`src/rtl/pipe_ctrl_pkg.sv`:
```
// Shared types and constants for the pipeline stall/flush sequencer.
// Latency: n/a (declarations only).
// Backpressure: n/a.
// Contents: FSM state encoding, register-address width, x0 constant,
//           bundled stage-control struct and a source-match helper.
package pipe_ctrl_pkg;

    localparam int REG_AW = 5;
    localparam logic [REG_AW-1:0] ZERO_REG = '0;

    // 2'b11 is never entered; it falls back to RUN if ever reached.
    typedef enum logic [1:0] {
        ST_RUN      = 2'b00,
        ST_MEM_WAIT = 2'b01,
        ST_MC_WAIT  = 2'b10,
        ST_RSVD     = 2'b11
    } ctrl_state_t;

    typedef struct packed {
        logic stall_if;
        logic stall_id;
        logic flush_id;
        logic bubble_ex;
        logic ex_hold;
    } ctl_t;

    localparam ctl_t CTL_NONE = '{default: 1'b0};
    // Freeze IF/ID/EX; EX/WB takes a bubble.
    localparam ctl_t CTL_HOLD = '{stall_if: 1'b1, stall_id: 1'b1, flush_id: 1'b0,
                                  bubble_ex: 1'b0, ex_hold: 1'b1};
    // Load-use: freeze IF/ID, insert one bubble into EX.
    localparam ctl_t CTL_LUH  = '{stall_if: 1'b1, stall_id: 1'b1, flush_id: 1'b0,
                                  bubble_ex: 1'b1, ex_hold: 1'b0};
    // Taken branch: squash the two younger instructions.
    localparam ctl_t CTL_FLUSH = '{stall_if: 1'b0, stall_id: 1'b0, flush_id: 1'b1,
                                   bubble_ex: 1'b1, ex_hold: 1'b0};

    function automatic logic reads_src(input logic used,
                                       input logic [REG_AW-1:0] rs,
                                       input logic [REG_AW-1:0] rd);
        return used && (rs == rd);
    endfunction

endpackage

```
`src/rtl/stall_perf_counter.sv`:
```
// Saturating event counter with synchronous clear (clear beats increment).
// Latency: count reflects an event on the following edge.
// Backpressure: none; sticks at all-ones instead of wrapping.
// Ports: clk/rstn, clr (sync clear), inc (count this cycle), cnt (value).
module stall_perf_counter #(
    parameter int CNT_W = 32
) (
    input  logic             clk,
    input  logic             rstn,
    input  logic             clr,
    input  logic             inc,
    output logic [CNT_W-1:0] cnt
);

    always_ff @(posedge clk or negedge rstn) begin
        if (!rstn) begin
            cnt <= '0;
        end else if (clr) begin
            cnt <= '0;
        end else if (inc && (cnt != '1)) begin
            cnt <= cnt + CNT_W'(1);
        end
    end

endmodule

```
`src/rtl/pipe_stall_ctrl.sv`:
```
// Stall/flush sequencer for the IF/ID/EX/WB pipeline: load-use, memory wait,
// multi-cycle wait with timeout, taken-branch flush, stall-cycle counter.
// Latency: stage controls and dmem_req are combinational; mc_err one cycle late.
// Ports: ID operand usage, EX class/handshakes in; per-stage hold/bubble/flush,
//        dmem_req, mc_err, state_o and the saturating stall_cnt out.
module pipe_stall_ctrl
    import pipe_ctrl_pkg::*;
#(
    parameter int MC_TIMEOUT = 64,
    parameter int CNT_W      = 32
) (
    input  logic              clk,
    input  logic              rstn,
    input  logic              id_valid,
    input  logic [REG_AW-1:0] id_rs1,
    input  logic [REG_AW-1:0] id_rs2,
    input  logic              id_rs1_used,
    input  logic              id_rs2_used,
    input  logic              ex_valid,
    input  logic [REG_AW-1:0] ex_rd,
    input  logic              ex_reg_wr,
    input  logic              ex_is_load,
    input  logic              ex_is_mem,
    input  logic              ex_mc_start,
    input  logic              ex_branch_taken,
    input  logic              dmem_ack,
    input  logic              mc_done,
    input  logic              perf_clr,
    output logic              dmem_req,
    output logic              stall_if,
    output logic              stall_id,
    output logic              flush_id,
    output logic              bubble_ex,
    output logic              ex_hold,
    output logic              mc_err,
    output logic [1:0]        state_o,
    output logic [CNT_W-1:0]  stall_cnt
);

    localparam int                  MC_CNT_W = 16;
    localparam logic [MC_CNT_W-1:0] MC_LAST  = MC_CNT_W'(MC_TIMEOUT - 1);

    ctrl_state_t         state_q, state_d;
    logic [MC_CNT_W-1:0] mc_cnt;
    logic                mc_err_q;
    logic                ex_v, luh, mc_timeout, mc_enter;
    ctl_t                ctl;

    // Upstream reset also squashes EX, so gating here lets every
    // combinational output fall to zero the moment rstn drops.
    assign ex_v = ex_valid & rstn;

    assign luh = id_valid && ex_v && ex_is_load && ex_reg_wr && (ex_rd != ZERO_REG) &&
                 (reads_src(id_rs1_used, id_rs1, ex_rd) ||
                  reads_src(id_rs2_used, id_rs2, ex_rd));

    // mc_done arriving on the last allowed cycle is a normal completion.
    assign mc_timeout = (state_q == ST_MC_WAIT) && !mc_done && (mc_cnt == MC_LAST);
    assign mc_enter   = (state_q == ST_RUN) && (state_d == ST_MC_WAIT);

    // State register and wait-cycle counter.
    always_ff @(posedge clk or negedge rstn) begin
        if (!rstn) begin
            state_q  <= ST_RUN;
            mc_cnt   <= '0;
            mc_err_q <= 1'b0;
        end else begin
            state_q  <= state_d;
            mc_err_q <= mc_timeout;
            if (mc_enter) begin
                mc_cnt <= '0;
            end else if (state_q == ST_MC_WAIT) begin
                mc_cnt <= mc_cnt + MC_CNT_W'(1);
            end
        end
    end

    // Next-state logic.
    always_comb begin
        state_d = state_q;
        case (state_q)
            ST_RUN: begin
                if (ex_v) begin
                    if (ex_is_mem && !dmem_ack) begin
                        state_d = ST_MEM_WAIT;
                    end else if (ex_mc_start) begin
                        state_d = ST_MC_WAIT;
                    end
                end
            end
            ST_MEM_WAIT: begin
                // Losing ex_valid mid-wait is a protocol error; just recover.
                if (!ex_v || dmem_ack) begin
                    state_d = ST_RUN;
                end
            end
            ST_MC_WAIT: begin
                if (mc_done || mc_timeout) begin
                    state_d = ST_RUN;
                end
            end
            ST_RSVD: state_d = ST_RUN;
            default: state_d = ST_RUN;
        endcase
    end

    // Output logic.
    always_comb begin
        ctl      = CTL_NONE;
        dmem_req = ex_v && ex_is_mem && (state_q != ST_MC_WAIT);
        case (state_q)
            ST_RUN: begin
                if (ex_v) begin
                    if (ex_is_mem && !dmem_ack) begin
                        ctl = CTL_HOLD;
                    end else if (ex_mc_start) begin
                        ctl = CTL_HOLD;
                    end else if (ex_branch_taken) begin
                        ctl = CTL_FLUSH;
                    end else if (luh) begin
                        ctl = CTL_LUH;
                    end
                end
            end
            ST_MEM_WAIT: begin
                if (ex_v) begin
                    if (!dmem_ack) begin
                        ctl = CTL_HOLD;
                    end else if (luh) begin
                        ctl = CTL_LUH;
                    end
                end
            end
            ST_MC_WAIT: begin
                if (!(mc_done || mc_timeout)) begin
                    ctl = CTL_HOLD;
                end
            end
            default: ctl = CTL_NONE;
        endcase
    end

    assign stall_if  = ctl.stall_if;
    assign stall_id  = ctl.stall_id;
    assign flush_id  = ctl.flush_id;
    assign bubble_ex = ctl.bubble_ex;
    assign ex_hold   = ctl.ex_hold;
    assign mc_err    = mc_err_q;
    assign state_o   = state_q;

    stall_perf_counter #(
        .CNT_W (CNT_W)
    ) u_stall_cnt (
        .clk  (clk),
        .rstn (rstn),
        .clr  (perf_clr),
        .inc  (stall_if),
        .cnt  (stall_cnt)
    );

endmodule

```
`config.mk`:
```
export PLATFORM = sky130hd
export DESIGN_NAME = pipe_stall_ctrl
export DESIGN_NICKNAME = d
export VERILOG_FILES = /design/src/rtl/pipe_ctrl_pkg.sv /design/src/rtl/stall_perf_counter.sv /design/src/rtl/pipe_stall_ctrl.sv
export SDC_FILE = /design/constraint.sdc
export NUM_CORES = 1
export LEC_CHECK = 0
export CELL_PAD_IN_SITES_DETAIL_PLACEMENT = 1
export CELL_PAD_IN_SITES_GLOBAL_PLACEMENT = 1
export CORE_MARGIN = 2
export CORE_UTILIZATION = 41
export CTS_CLUSTER_DIAMETER = 100
export DETAILED_ROUTE_END_ITERATION = 10
export PLACE_DENSITY_LB_ADDON = 0.1
export REMOVE_ABC_BUFFERS = 1
export SYNTH_ARGS = -nofsm -noshare
export SYNTH_HDL_FRONTEND = slang
export SYNTH_HIERARCHICAL = 1
export SYNTH_SLANG_ARGS = --single-unit
export TNS_END_PERCENT = 30
```
`constraint.sdc`:
```
create_clock -name clk -period 3.8 [get_ports clk]
set_input_delay 1.14 -clock clk [delete_from_list [all_inputs] [get_ports clk]]
set_output_delay 1.14 -clock clk [all_outputs]
set_load 0.03 [all_outputs]
```
==> flow_summary.json <==
{
  "io_buffers": 69,
  "synthesis.area_um2": 3108,
  "ys_seq_elements": 51,
  "postSynth.asyncResetShare_pct": 100.0,
  "yosysSeqAreaShare_pct": 41.06,
  "yosysUniqueCellTypes": 58,
  "via_per_inst": 5.592,
  "min-delay-start": "mc_cnt[15]",
  "path_clk_slew_ns": 0.09,
  "drv_slew": 0,
  "setup_viol": 0,
  "syn2layout_area_growth_pct": 33.70,
  "gp_congestion": 0.8422,
  "skew_ns": 0.009447,
  "reg2reg_from": "state_o[0]",
  "start_util_pct": 42.62,
  "die-area_um2": 8293,
  "crit_fanout": 4,
  "whs_endpoint": "mc_cnt[15]",
  "crit_buf_inv": 3,
  "p_total_w": 0.001139,
  "tightest_slew_ns": 0.6807,
  "hp-class": "flop to flop",
  "critical_path_class": "input pin to primary output",
  "p_leak_nw": 1.764,
  "htreeDepth": 2,
  "slowest_delay_ns": 0.49,
  "crit_slowest_cell": "clkdlybuf4s50_1",
  "finalCritPeriodShare_pct": 97.91,
  "fp.dieW_um": 91.07,
  "rows": 31,
  "avgSynthCellArea_um2": 9.168,
  "firstDrtPassIters": 4,
  "status": "completed",
  "cts_num_sinks": 51,
  "grt.total_usage_pct": 22.18,
  "final_cells": 525,
  "ys.flop_type": "dfrtp_1",
  "grt_pass1_vias": 2981,
  "cts_setup_buffers": 0,
  "drtAntennaViolNets": 0,
  "regToRegEndpoint": "u_stall_cnt/cnt[31]",
  "coreArea_um2": 7292,
  "startpoint_type": "input pin",
  "dp.cells": 517,
  "hold_depth": 1,
  "wirelength_mm": 8.985,
  "ios": 70,
  "place_area_um2": 3998,
  "synth_edf_count": 0,
  "crit_path_cell_trace": "clkdlybuf4s50_1 -> or2b_4 -> and2_1 -> a2bb2oi_2 -> o21ai_1 -> buf_4 -> buf_6",
  "dr_total_vias": 2936,
  "relSlewSlack_pct": 54.24,
  "timing.fmax_mhz": 268.8,
  "cts_tree": "built",
  "fin_crit_ns": 3.721,
  "power.density_nw_per_um2": 274.0,
  "antenna_found_initial": 0,
  "cts-root-buf": "clkbuf_8",
  "yosys_warnings": 6,
  "endpoint_kind": "primary output",
  "ir_drop_mv": 0.2404,
  "rsz0062_at_grt": "false",
  "finalHoldViolations": 0,
  "clockBufferDepth": 2,
  "wl_per_cell_um": 17.11,
  "ctsHoldBuffers": 0,
  "cts_buffers": 5,
  "overflow": 0,
  "rrSetupSlack_ns": 0.98,
  "grt_max_degree": 52,
  "drc": 0,
  "fin_area_um2": 4155,
  "grt_pass1_wl_mm": 14.81,
  "clock_latency_ns": 0.32,
  "die_y_um": 91.07,
  "rr_worst_depth": 10,
  "maxCapViolCount": 0,
  "drive_above_1_share_pct": 15.02,
  "required_ns": 2.66,
  "synth_cells": 339,
  "critPathTopFamily": "buffers and inverters",
  "cp.arrival_ns": 2.58,
  "insertedDiodeCount": 0,
  "nets": 456,
  "dp_hpwl_mm": 6.662,
  "drtIter0Drc": 125
}
==> cell usage in the layout (no fill, tap or decap), drive strengths merged, types with 2 or more instances in the layout <==
master / count
nor2b: 7
nand4b: 2
nor2: 41
or4: 5
a41oi: 2
o31ai: 5
o31a: 2
and4: 2
and2: 7
and3: 9
buf: 27
nand3b: 3
dfrtp: 51
a211oi: 6
a31o: 3
nor4: 11
mux2i: 2
or3: 5
a21o: 4
or2b: 2
xnor2: 14
o21bai: 2
mux2: 6
nand2b: 3
nand3: 22
a31oi: 5
nand4: 13
inv: 9
clkdlybuf4s50: 50
ha: 2
xor2: 14
clkbuf: 6
nand2: 22
a21oi: 16
o21ai: 13
dlymetal6s2s: 11
nor3: 9
==> area by class of cell <==
cell class              count  area [µm²]
fillers                   895        3137
multi-input cells         269        1768
flip-flops and latches     51        1276
repair buffers             89       854.6
well taps                  99       123.9
clock buffers               6       82.58
inverters                   9       33.78
clock inverters             2       16.27
==> cells by family (layout without fill, tap and decap cells) <==
logic type      Yosys count  after routing  synth area share, %
simple gates            168            168                30.76
compound gates           63             63                13.69
flops                    51             51                41.06
xor+xnor                 28             28                7.891
buf+inv                  19            106                2.858
mux                       8              8                2.939
fa+ha+maj                 2              2               0.8050
==> how the worst max path moves through the flow <==
stage / startpoint / endpoint / slack (ns) / cells after the start
finish: ex_mc_start / stall_id / 0.08 / 7
global route: ex_valid / bubble_ex / 0.03 / 6
CTS: ex_rd[0] / bubble_ex / 0.0007 / 7
detailed placement: ex_rd[2] / u_stall_cnt/cnt[31] / -0.21 / 11
global placement: ex_rd[2] / u_stall_cnt/cnt[31] / -0.10 / 11
floorplan: ex_rd[3] / u_stall_cnt/cnt[31] / -0.93 / 9
==> synth_stat cells (3+ instances only) <==
cell,number,area share (%)
xnor2_1,14,3.9
and2_1,6,1.2
mux2_2,5,1.8
nor2_1,41,5.0
a21o_1,4,0.97
a31oi_1,4,0.81
nor4_1,8,1.6
or4_1,5,1.2
a21oi_1,16,2.6
clkbuf_1,5,0.60
nor3_1,9,1.4
and3_1,8,1.6
nand3b_1,3,0.72
nand2b_1,3,0.60
inv_1,9,1.1
nand4_1,11,2.2
dfrtp_1,51,41
a211oi_1,6,1.4
xor2_1,14,3.9
nand2_1,22,2.7
o21ai_0,13,2.1
or3_1,5,1.0
a31o_2,3,0.85
o31ai_1,5,1.2
nor2b_1,7,1.4
nand3_1,21,3.4
==> report_power, final <==
group | internal (W) | switching [W] | leakage (nW)
Sequential | 0.000570 | 0.0000370 | 0.707
Combinational | 0.0000921 | 0.0000999 | 1.01
Clock | 0.000149 | 0.000191 | 0.0474
==> registers in the layout, indices dropped and copies added, names as in the netlist <==
name and count:
mc_cnt 16, u_stall_cnt/cnt 32, mc_err 1, state_o 2
==> repair_timing <==
action | in CTS | in global routing
gates resized for setup | 2 | 19
pin swaps | 2 | 5
endpoints found under the setup margin | 3 | 4
==> routing by layer <==
| metal | wire length (µm) | up-vias | track usage (%) |
|---|---|---|---|
| li1 | - | 1407 | - |
| met1 | 3777 | 1464 | 26.40 |
| met5 | 0 | - | 0 |
| met4 | 185 | 0 | 7.197 |
| met3 | 246 | 11 | 3.402 |
| met2 | 4775 | 54 | 40.68 |
==> per-stage QoR <==
step / utilization (%) / TNS (ns) / setup WS, ns / hold WS [ns]
2_1_floorplan: - / -17.68 / -0.9263 / 0.4527
3_3_place_gp: 54.82 / -0.6275 / -0.1025 / 0.4790
3_5_place_dp: 54.82 / -1.798 / -0.2073 / 0.5055
4_1_cts: 56.16 / 0 / 0.0007143 / 0.5192
5_1_grt: 56.98 / 0 / 0.02908 / 0.5441
6_report: 56.98 / 0 / 0.07924 / 0.5204
Power figures use the tool's default switching activity.
